==> src/rtl/fetch_unit.sv <==
// Instruction-fetch front end: owns the PC and keeps one request in flight to instruction memory.
// Optional combinational response bypass is enabled by defining FETCH_BYPASS_EN.
module fetch_unit #(
    parameter logic [63:0] RESET_PC = 64'h0,
    parameter logic [31:0] NOP_INST = 32'h00000013
) (
    input  logic        clk,
    input  logic        rst,
    input  logic        stall,
    input  logic        jb,
    input  logic [63:0] jb_target,
    output logic        imem_req,
    output logic [63:0] imem_addr,
    input  logic        imem_gnt,
    input  logic        imem_rvalid,
    input  logic [31:0] imem_rdata,
    output logic [63:0] current_pc,
    output logic [31:0] inst,
    output logic        waiting
);

    typedef enum logic [1:0] {
        S_REQ     = 2'd0,
        S_WAIT    = 2'd1,
        S_DISCARD = 2'd2,
        S_HOLD    = 2'd3
    } state_t;

    state_t      r_state;
    state_t      w_state_next;
    logic [63:0] r_pc;
    logic [63:0] w_pc_next;
    logic [63:0] r_pc_buf;
    logic [63:0] w_pc_buf_next;
    logic [31:0] r_inst_buf;
    logic [31:0] w_inst_buf_next;

    logic [63:0] w_jb_pc;
    logic [63:0] w_pc_inc;

    // Redirect targets are forced onto a word boundary; increment wraps modulo 2^64.
    assign w_jb_pc  = {jb_target[63:2], 2'b00};
    assign w_pc_inc = r_pc + 64'd4;

    always_ff @(posedge clk or posedge rst) begin
        if (rst) begin
            r_state    <= S_REQ;
            r_pc       <= RESET_PC;
            r_pc_buf   <= RESET_PC;
            r_inst_buf <= NOP_INST;
        end else begin
            r_state    <= w_state_next;
            r_pc       <= w_pc_next;
            r_pc_buf   <= w_pc_buf_next;
            r_inst_buf <= w_inst_buf_next;
        end
    end

    always_comb begin
        w_state_next    = r_state;
        w_pc_next       = r_pc;
        w_pc_buf_next   = r_pc_buf;
        w_inst_buf_next = r_inst_buf;

        case (r_state)
            S_REQ: begin
                if (jb) begin
                    w_pc_next = w_jb_pc;
                    // A grant this cycle means the old-address request is already in flight.
                    w_state_next = imem_gnt ? S_DISCARD : S_REQ;
                end else if (imem_gnt) begin
                    w_state_next = S_WAIT;
                end
            end

            S_WAIT: begin
                if (jb) begin
                    w_pc_next    = w_jb_pc;
                    w_state_next = imem_rvalid ? S_REQ : S_DISCARD;
                end else if (imem_rvalid) begin
                    w_pc_buf_next   = r_pc;
                    w_inst_buf_next = imem_rdata;
`ifdef FETCH_BYPASS_EN
                    if (!stall) begin
                        w_pc_next    = w_pc_inc;
                        w_state_next = S_REQ;
                    end else begin
                        w_state_next = S_HOLD;
                    end
`else
                    w_state_next = S_HOLD;
`endif
                end
            end

            S_DISCARD: begin
                if (jb) begin
                    w_pc_next = w_jb_pc;
                end
                if (imem_rvalid) begin
                    w_state_next = S_REQ;
                end
            end

            S_HOLD: begin
                if (jb) begin
                    w_pc_next    = w_jb_pc;
                    w_state_next = S_REQ;
                end else if (!stall) begin
                    w_pc_next    = w_pc_inc;
                    w_state_next = S_REQ;
                end
            end

            default: begin
                w_state_next = S_REQ;
            end
        endcase
    end

    assign imem_req  = (r_state == S_REQ);
    assign imem_addr = r_pc;

`ifdef FETCH_BYPASS_EN
    logic w_bypass;

    // Present the response in its arrival cycle unless a redirect squashes it.
    assign w_bypass = (r_state == S_WAIT) && imem_rvalid && !jb;

    always_comb begin
        current_pc = r_pc_buf;
        inst       = r_inst_buf;
        waiting    = (r_state != S_HOLD);
        if (w_bypass) begin
            current_pc = r_pc;
            inst       = imem_rdata;
            waiting    = 1'b0;
        end
    end
`else
    assign current_pc = r_pc_buf;
    assign inst       = r_inst_buf;
    assign waiting    = (r_state != S_HOLD);
`endif

endmodule

==> config.mk <==
export PLATFORM = sky130hd
export DESIGN_NAME = fetch_unit
export DESIGN_NICKNAME = d
export VERILOG_FILES = /design/src/rtl/fetch_unit.sv
export SDC_FILE = /design/constraint.sdc
export NUM_CORES = 1
export LEC_CHECK = 0
export CAP_MARGIN = 20
export CORE_MARGIN = 5
export CORE_UTILIZATION = 50
export CTS_CLUSTER_SIZE = 30
export DETAILED_ROUTE_END_ITERATION = 8
export MAX_ROUTING_LAYER = met4
export PLACE_DENSITY = 0.87
export REMOVE_ABC_BUFFERS = 1
export SLEW_MARGIN = 30
export SYNTH_ARGS = -nofsm -noshare
export SYNTH_HDL_FRONTEND = slang
export SYNTH_SLANG_ARGS = --single-unit
export TNS_END_PERCENT = 30
==> constraint.sdc <==
create_clock -name clk -period 14.8 [get_ports clk]
set_input_delay 2.96 -clock clk [delete_from_list [all_inputs] [get_ports clk]]
set_output_delay 2.96 -clock clk [all_outputs]
set_load 0.01 [all_outputs]
==> flow_metrics.py, run 1 <==
metrics = {
    "status": {
        "outcome": "finished, final reports clean",
    },
    "placement": {
        "dpl.hpwl_mm": 16.6,
        "placed_cell_area_um2": 10300,
        "gp_congestion": 0.840,
        "detailedPlace.worstSlack_ps": 9200,
        "port_buffers": 257,
    },
    "timing": {
        "tightest_slew_ps": 923,
        "skew_ps": 6.60,
        "hold_violations": 0,
        "fin_crit_sh_pct": 35.3,
        "slew_headroom_pct": 37.9,
        "max_freq_ghz": 0.191,
        "setup_tns_ps": 0,
        "rsz0062_at_grt": "false",
        "setup_ws_ps": 9570,
        "period_needed_ps": 5230,
        "finalSetupViolCount": 0,
        "finalMaxSlewViolations": 0,
    },
    "yosys": {
        "synth-edff-count": 0,
        "syn_area_per_cell_um2": 11.0,
        "synth_seq_area_share_pct": 51.5,
        "synth_cell_types": 64,
        "synthFlopType": "dfrtp_1",
        "synth_area_leaders": "dfrtp_1 (50%), mux2_2 (14%), nand2_1 (3.1%)",
        "yosys.area_share.simple_pct": 18.6,
        "synth_xor_area_share_pct": 2.74,
        "yosys.area.top_type_share_pct": 50.5,
        "synthMuxAreaShare_pct": 14.3,
        "syn_inst": 701,
        "synth-adder-area-share_pct": 0.163,
        "synth_top_family_by_area": "simple AND/OR/NAND/NOR gates",
        "async_reset_ff_share_pct": 100,
        "yosysMostFrequentCell": "dfrtp_1",
        "mappedNetlistArea_um2": 7680,
        "synth_compound_area_share_pct": 9.07,
        "yosys.area.top_type": "dfrtp_1",
        "ys_top_cells_by_count": "dfrtp_1 (155), mux2_2 (95), nand2_1 (63)",
        "ys_warn_count": 0,
        "ys_ff_latch": 158,
    },
    "worst_setup_path": {
        "crit_cells": 6,
        "start_kind": "primary input",
        "worst_path_largest_cell_delay_ps": 640,
        "crit_fanout": 12,
        "crit_end": "imem_addr[45]$_DFFE_PP0P_",
        "startpoint": "stall",
        "arrival_ps": 5560,
        "worstSetupPathType": "primary input to flop",
        "cp_slowest_cell": "nand3b_1",
        "r2r-start": "imem_addr[2]$_DFFE_PP0P_",
        "r2r-end": "imem_addr[62]$_DFFE_PP0P_",
        "ff2ff_path_depth": 6,
        "crit_chain": "clkdlybuf4s50_1 -> nand3b_1 -> nor2_1 -> nand4_1 -> or4_1 -> a31oi_1",
        "cp-end-kind": "flop",
        "worst-path-buf-inv": 1,
        "required_ps": 15130,
        "r2r_slack_ps": 12080,
        "crit_family": "simple AND/OR/NAND/NOR gates",
    },
    "power_and_ir_drop": {
        "combinationalPowerShare_pct": 35.5,
        "power_leakage_nw": 4.34,
        "clkPwrFrac_pct": 24.8,
        "p_sw_w": 0.000502,
        "p_seq_share_pct": 39.7,
        "p_per_area_nw_per_um2": 157,
        "p_int_w": 0.00121,
        "ir_drop_uv": 98.3,
        "sw_frac_of_total_pct": 29.3,
    },
    "cts": {
        "insertion_delay_ps": 420,
        "post-cts-setup-buffer-count": 0,
        "clkTransAtPathRegs_ps": 60,
        "cts_root_buf": "clkbuf_16",
        "holdBufCountCts": 0,
        "cts_tree": "built",
        "numCtsBuffers": 17,
        "cts_htree_levels": 4,
        "cts_resized": 0,
        "ctsLongestPathBuffers": 2,
        "clock-sinks": 158,
    },
    "drt": {
        "drt-total-wl_mm": 22.9,
        "drc": 0,
        "viasPerCell": 5.83,
        "vias": 6671,
        "avgRoutedWirePerCell_um": 20.1,
        "ant_nets": 0,
        "drt_iter0_markers": 544,
        "firstDrtPassIters": 5,
    },
    "floorplan": {
        "die_h_um": 134,
        "die_area_um2": 17900,
        "core_area_um2": 15100,
        "fp-row-count": 45,
        "die_w_um": 134,
        "start_util_pct": 50.7,
        "io_pins": 264,
    },
    "finish": {
        "design_area_um2": 10900,
        "fin_nets": 1045,
        "fill_cells": 1140,
        "synthToLayoutAreaGrowth_pct": 42.1,
        "drive_gt1_share_pct": 16.5,
    },
    "global_route": {
        "grt_usage_pct": 26.6,
        "grt_pass1_vias": 6784,
        "grt_start_max_net_pins": 88,
        "antenna_found_initial": 1,
        "grt_pass1_wl_mm": 36.8,
        "grt_overflow": 0,
    },
    "flow_run": {
        "cap_violations": 0,
    },
    "worst_hold_path": {
        "min_path_type": "flop to flop",
    },
}
[power by group through the flow]
stage / logic, W / clock network [W] / registers (W)
after CTS: 0.000616 / 0.000433 / 0.000682
after global routing: 0.000649 / 0.000451 / 0.000703
after floorplan: 0.000177 / 0 / 0.000738
after detailed placement: 0.000613 / 0 / 0.000689
final: 0.000609 / 0.000425 / 0.000680
after global placement: 0.000602 / 0 / 0.000677
[layout make-up]
type,count,area [µm²],share of cell area [%]
clock buffer,22,454,4.16
multi-input combinational,486,3470,31.8
timing repair buffer,264,2620,24.0
sequential,158,3960,36.2
tap,188,235,2.15
clock inverter,10,115,1.05
inverter,15,61.3,0.562
antenna,1,2.50,0.0229
[cell usage in the layout (no fill, tap or decap), types with 4 or more instances in the layout]
cell / instances
or4_1: 12
nand2_1: 63
and3_1: 13
conb_1: 4
or3_1: 6
o21ai_1: 5
dfrtp_1: 155
clkbuf_1: 4
o31ai_1: 9
nor2_1: 43
a31oi_1: 14
xnor2_1: 13
nor4_1: 8
inv_1: 13
mux2_2: 95
xor2_1: 11
and2_1: 5
buf_4: 6
nand4_1: 26
and4_1: 7
a21oi_1: 17
clkbuf_16: 17
a311oi_1: 8
nor4_2: 5
nor3_1: 16
o21ai_0: 25
clkdlybuf4s50_1: 256
o22ai_1: 4
nand3_1: 22
[state kept, by name (all words and copies together) (netlist names)]
signal / count
current_pc: 62
inst: 32
r_state: 2
imem_addr: 62
[routing by layer]
metal | vias up | wire length, µm | GRT usage [%]
met5 | - | 0 | -
met4 | 0 | 325 | 6.97
met3 | 30 | 2060 | 8.33
met2 | 305 | 11200 | 42.4
met1 | 3273 | 9320 | 33.3
li1 | 3063 | - | -
[metrics by stage]
step	total power, W	std cells	hold WS [ps]	utilization (%)
2_1_floorplan	0.000915	659	523	-
3_3_place_gp	0.00128	1111	488	68.3
3_5_place_dp	0.00130	1111	495	68.3
4_1_cts	0.00173	1143	508	72.0
5_1_grt	0.00180	1144	516	72.1
6_report	0.00171	1144	505	72.1
[cells by family after synthesis]
logic type,after synthesis
AOI/OAI and AO/OA,106
DFF,158
muxes,98
and+or+nand+nor,253
buffers and inverters,60
adders and majority gates,1
xor gates and xnor gates,24
other,1
[worst reg2reg max path, stage by stage (launching register included)]
cell and delay, ps:
dfrtp_1 430, ha_1 220, and4_1 360, nand4_1 650, nor4b_1 560, a21oi_1 120
o31a_1 280
[worst min path at each step]
stage                                           from  depth (start not counted)                         end
after floorplan               r_state[0]$_DFFE_PP0P_                          1      r_state[1]$_DFFE_PP0P_
final                           inst[10]$_DFFE_PP0P_                          1        inst[10]$_DFFE_PP0P_
after global routing            inst[10]$_DFFE_PP0P_                          1        inst[10]$_DFFE_PP0P_
after global placement           inst[8]$_DFFE_PP0P_                          1         inst[8]$_DFFE_PP0P_
after detailed placement  current_pc[19]$_DFFE_PP0P_                          1  current_pc[19]$_DFFE_PP0P_
after CTS                 current_pc[40]$_DFFE_PP0P_                          1  current_pc[40]$_DFFE_PP0P_
(Power assumes the default switching activity.)
==> run 2: changes to the inputs <==
Settings changed: CORE_UTILIZATION 50 to 46, PLACE_DENSITY 0.87 to 0.81.
Clock period 14.8 ns to 5.3 ns, I/O delays scaled along.
==> flow_metrics.py, run 2 (synthesis gave the netlist of run 1 again) <==
metrics = {
    "finish": {
        "final_cell_mix": "clkdlybuf4s50_1 (256), dfrtp_1 (155), mux2_2 (95)",
        "layout_commonest_cell": "clkdlybuf4s50_1",
        "design_area_um2": 11000,
        "multi_input_area_um2": 3470,
        "fin_nets": 1047,
        "fill_cells": 1314,
        "fin_util_pct": 66.9,
        "regArea_um2": 3960,
        "drive_gt1_share_pct": 16.9,
        "synthToLayoutAreaGrowth_pct": 43.3,
    },
    "placement": {
        "dpl.hpwl_mm": 16.8,
        "placed_cell_area_um2": 10400,
        "port_buffers": 257,
        "gp_congestion": 0.872,
    },
    "worst_setup_path": {
        "worst_path_largest_cell_delay_ps": 630,
        "crit_family": "simple AND/OR/NAND/NOR gates",
        "crit_chain": "clkdlybuf4s50_1 -> nand3b_1 -> or3_1 -> nor4b_1 -> a21oi_1 -> o31a_1",
        "cp-end-kind": "flop",
        "worst-path-buf-inv": 1,
        "required_ps": 5610,
        "crit_fanout": 11,
        "arrival_ps": 3610,
        "cp_slowest_cell": "or3_1",
        "start_kind": "primary input",
        "worstSetupPathType": "primary input to flop",
    },
    "floorplan": {
        "start_util_pct": 46.7,
        "io_pins": 264,
        "die_w_um": 139,
        "die_h_um": 139,
        "core_area_um2": 16500,
        "fp-row-count": 47,
        "die_area_um2": 19400,
    },
    "timing": {
        "period_needed_ps": 3300,
        "tightest_slew_ps": 793,
        "fin_crit_sh_pct": 62.3,
        "rsz0062_at_grt": "false",
        "finalMaxSlewViolations": 0,
        "hold_violations": 0,
        "finalSetupViolCount": 0,
        "skew_ps": 7.74,
        "slew_headroom_pct": 46.6,
        "max_freq_ghz": 0.303,
        "setup_tns_ps": 0,
        "hold_slack_ps": 503,
    },
    "power_and_ir_drop": {
        "power_leakage_nw": 4.38,
        "p_per_area_nw_per_um2": 438,
        "power_w": 0.00482,
        "ir_drop_uv": 256,
    },
    "drt": {
        "drc": 0,
        "drt_iter0_markers": 540,
        "firstDrtPassIters": 6,
        "ant_nets": 0,
        "drt-total-wl_mm": 23.2,
        "vias": 6702,
        "viasPerCell": 5.69,
        "avgRoutedWirePerCell_um": 19.7,
    },
    "cts": {
        "ctsLongestPathBuffers": 2,
        "clkTransAtPathRegs_ps": 60,
        "cts_tree": "built",
        "clock-sinks": 158,
        "cts_root_buf": "clkbuf_16",
        "insertion_delay_ps": 420,
        "post-cts-setup-buffer-count": 0,
        "holdBufCountCts": 0,
        "cts_htree_levels": 4,
        "cts_resized": 0,
        "numCtsBuffers": 17,
    },
    "flow_run": {
        "cap_violations": 0,
    },
    "status": {
        "outcome": "finished, final reports clean",
    },
    "global_route": {
        "grt_start_max_net_pins": 102,
        "grt_pass1_wl_mm": 37.1,
        "grt_overflow": 0,
        "grt_pass1_vias": 6851,
        "antenna_found_initial": 1,
        "grt_usage_pct": 24.3,
    },
    "worst_hold_path": {
        "min_path_type": "flop to flop",
    },
}
[run 2: final timing paths]
check                                         startpoint                         end  slack [ps]  cells after the start
worst max-delay path                               stall   imem_addr[62]$_DFFE_PP0P_        2000                      6
worst min-delay path                 inst[2]$_DFFE_PP0P_         inst[2]$_DFFE_PP0P_         500                      1
worst max register to register  imem_addr[2]$_DFFE_PP0P_   imem_addr[62]$_DFFE_PP0P_        2530                      6
worst min register to register       inst[2]$_DFFE_PP0P_         inst[2]$_DFFE_PP0P_         500                      1
max in group asynchronous                            rst         inst[1]$_DFFE_PP1P_        3140                      3
min in group asynchronous                            rst  current_pc[45]$_DFFE_PP0P_        1160                      2
[run 2: report_power, final]
part / switching (W) / internal, W / leakage [nW] / total [W]
Sequential: 0.000280 / 0.00162 / 1.91 / 0.00190
Combinational: 0.000631 / 0.00107 / 2.18 / 0.00170
Clock: 0.000486 / 0.000744 / 0.290 / 0.00123
[run 2: stage by stage]
stage          std cells  setup slack, ps
2_1_floorplan        659            -18.2
3_3_place_gp        1144             1470
3_5_place_dp        1144             1440
4_1_cts             1176             1890
5_1_grt             1178             1930
6_report            1178             2000
[run 2: cell type report]
type / instances / share of cell area (%)
Antenna cell: 1 / 0.0227
Multi-Input combinational cell: 486 / 31.5
Clock inverter: 9 / 0.977
Clock buffer: 23 / 4.43
Timing Repair Buffer: 266 / 24.0
Tap cell: 220 / 2.50
Sequential cell: 158 / 35.9
Inverter: 15 / 0.580
[run 2: worst register-to-register path: stages, from the launching register on]
cell and delay, ps:
dfrtp_1 440, ha_1 210, and4_1 340, nand4_1 640, nor4b_1 610, a21oi_1 120
o31a_1 280
[run 2: routing by layer]
layer  vias up  share of wire [%]  GRT usage, %
met5         -                  0             -
met4         0                1.5          6.59
met3        37                8.1          6.96
met2       303                 49          38.2
met1      3296                 42          31.2
li1       3066                  -             -
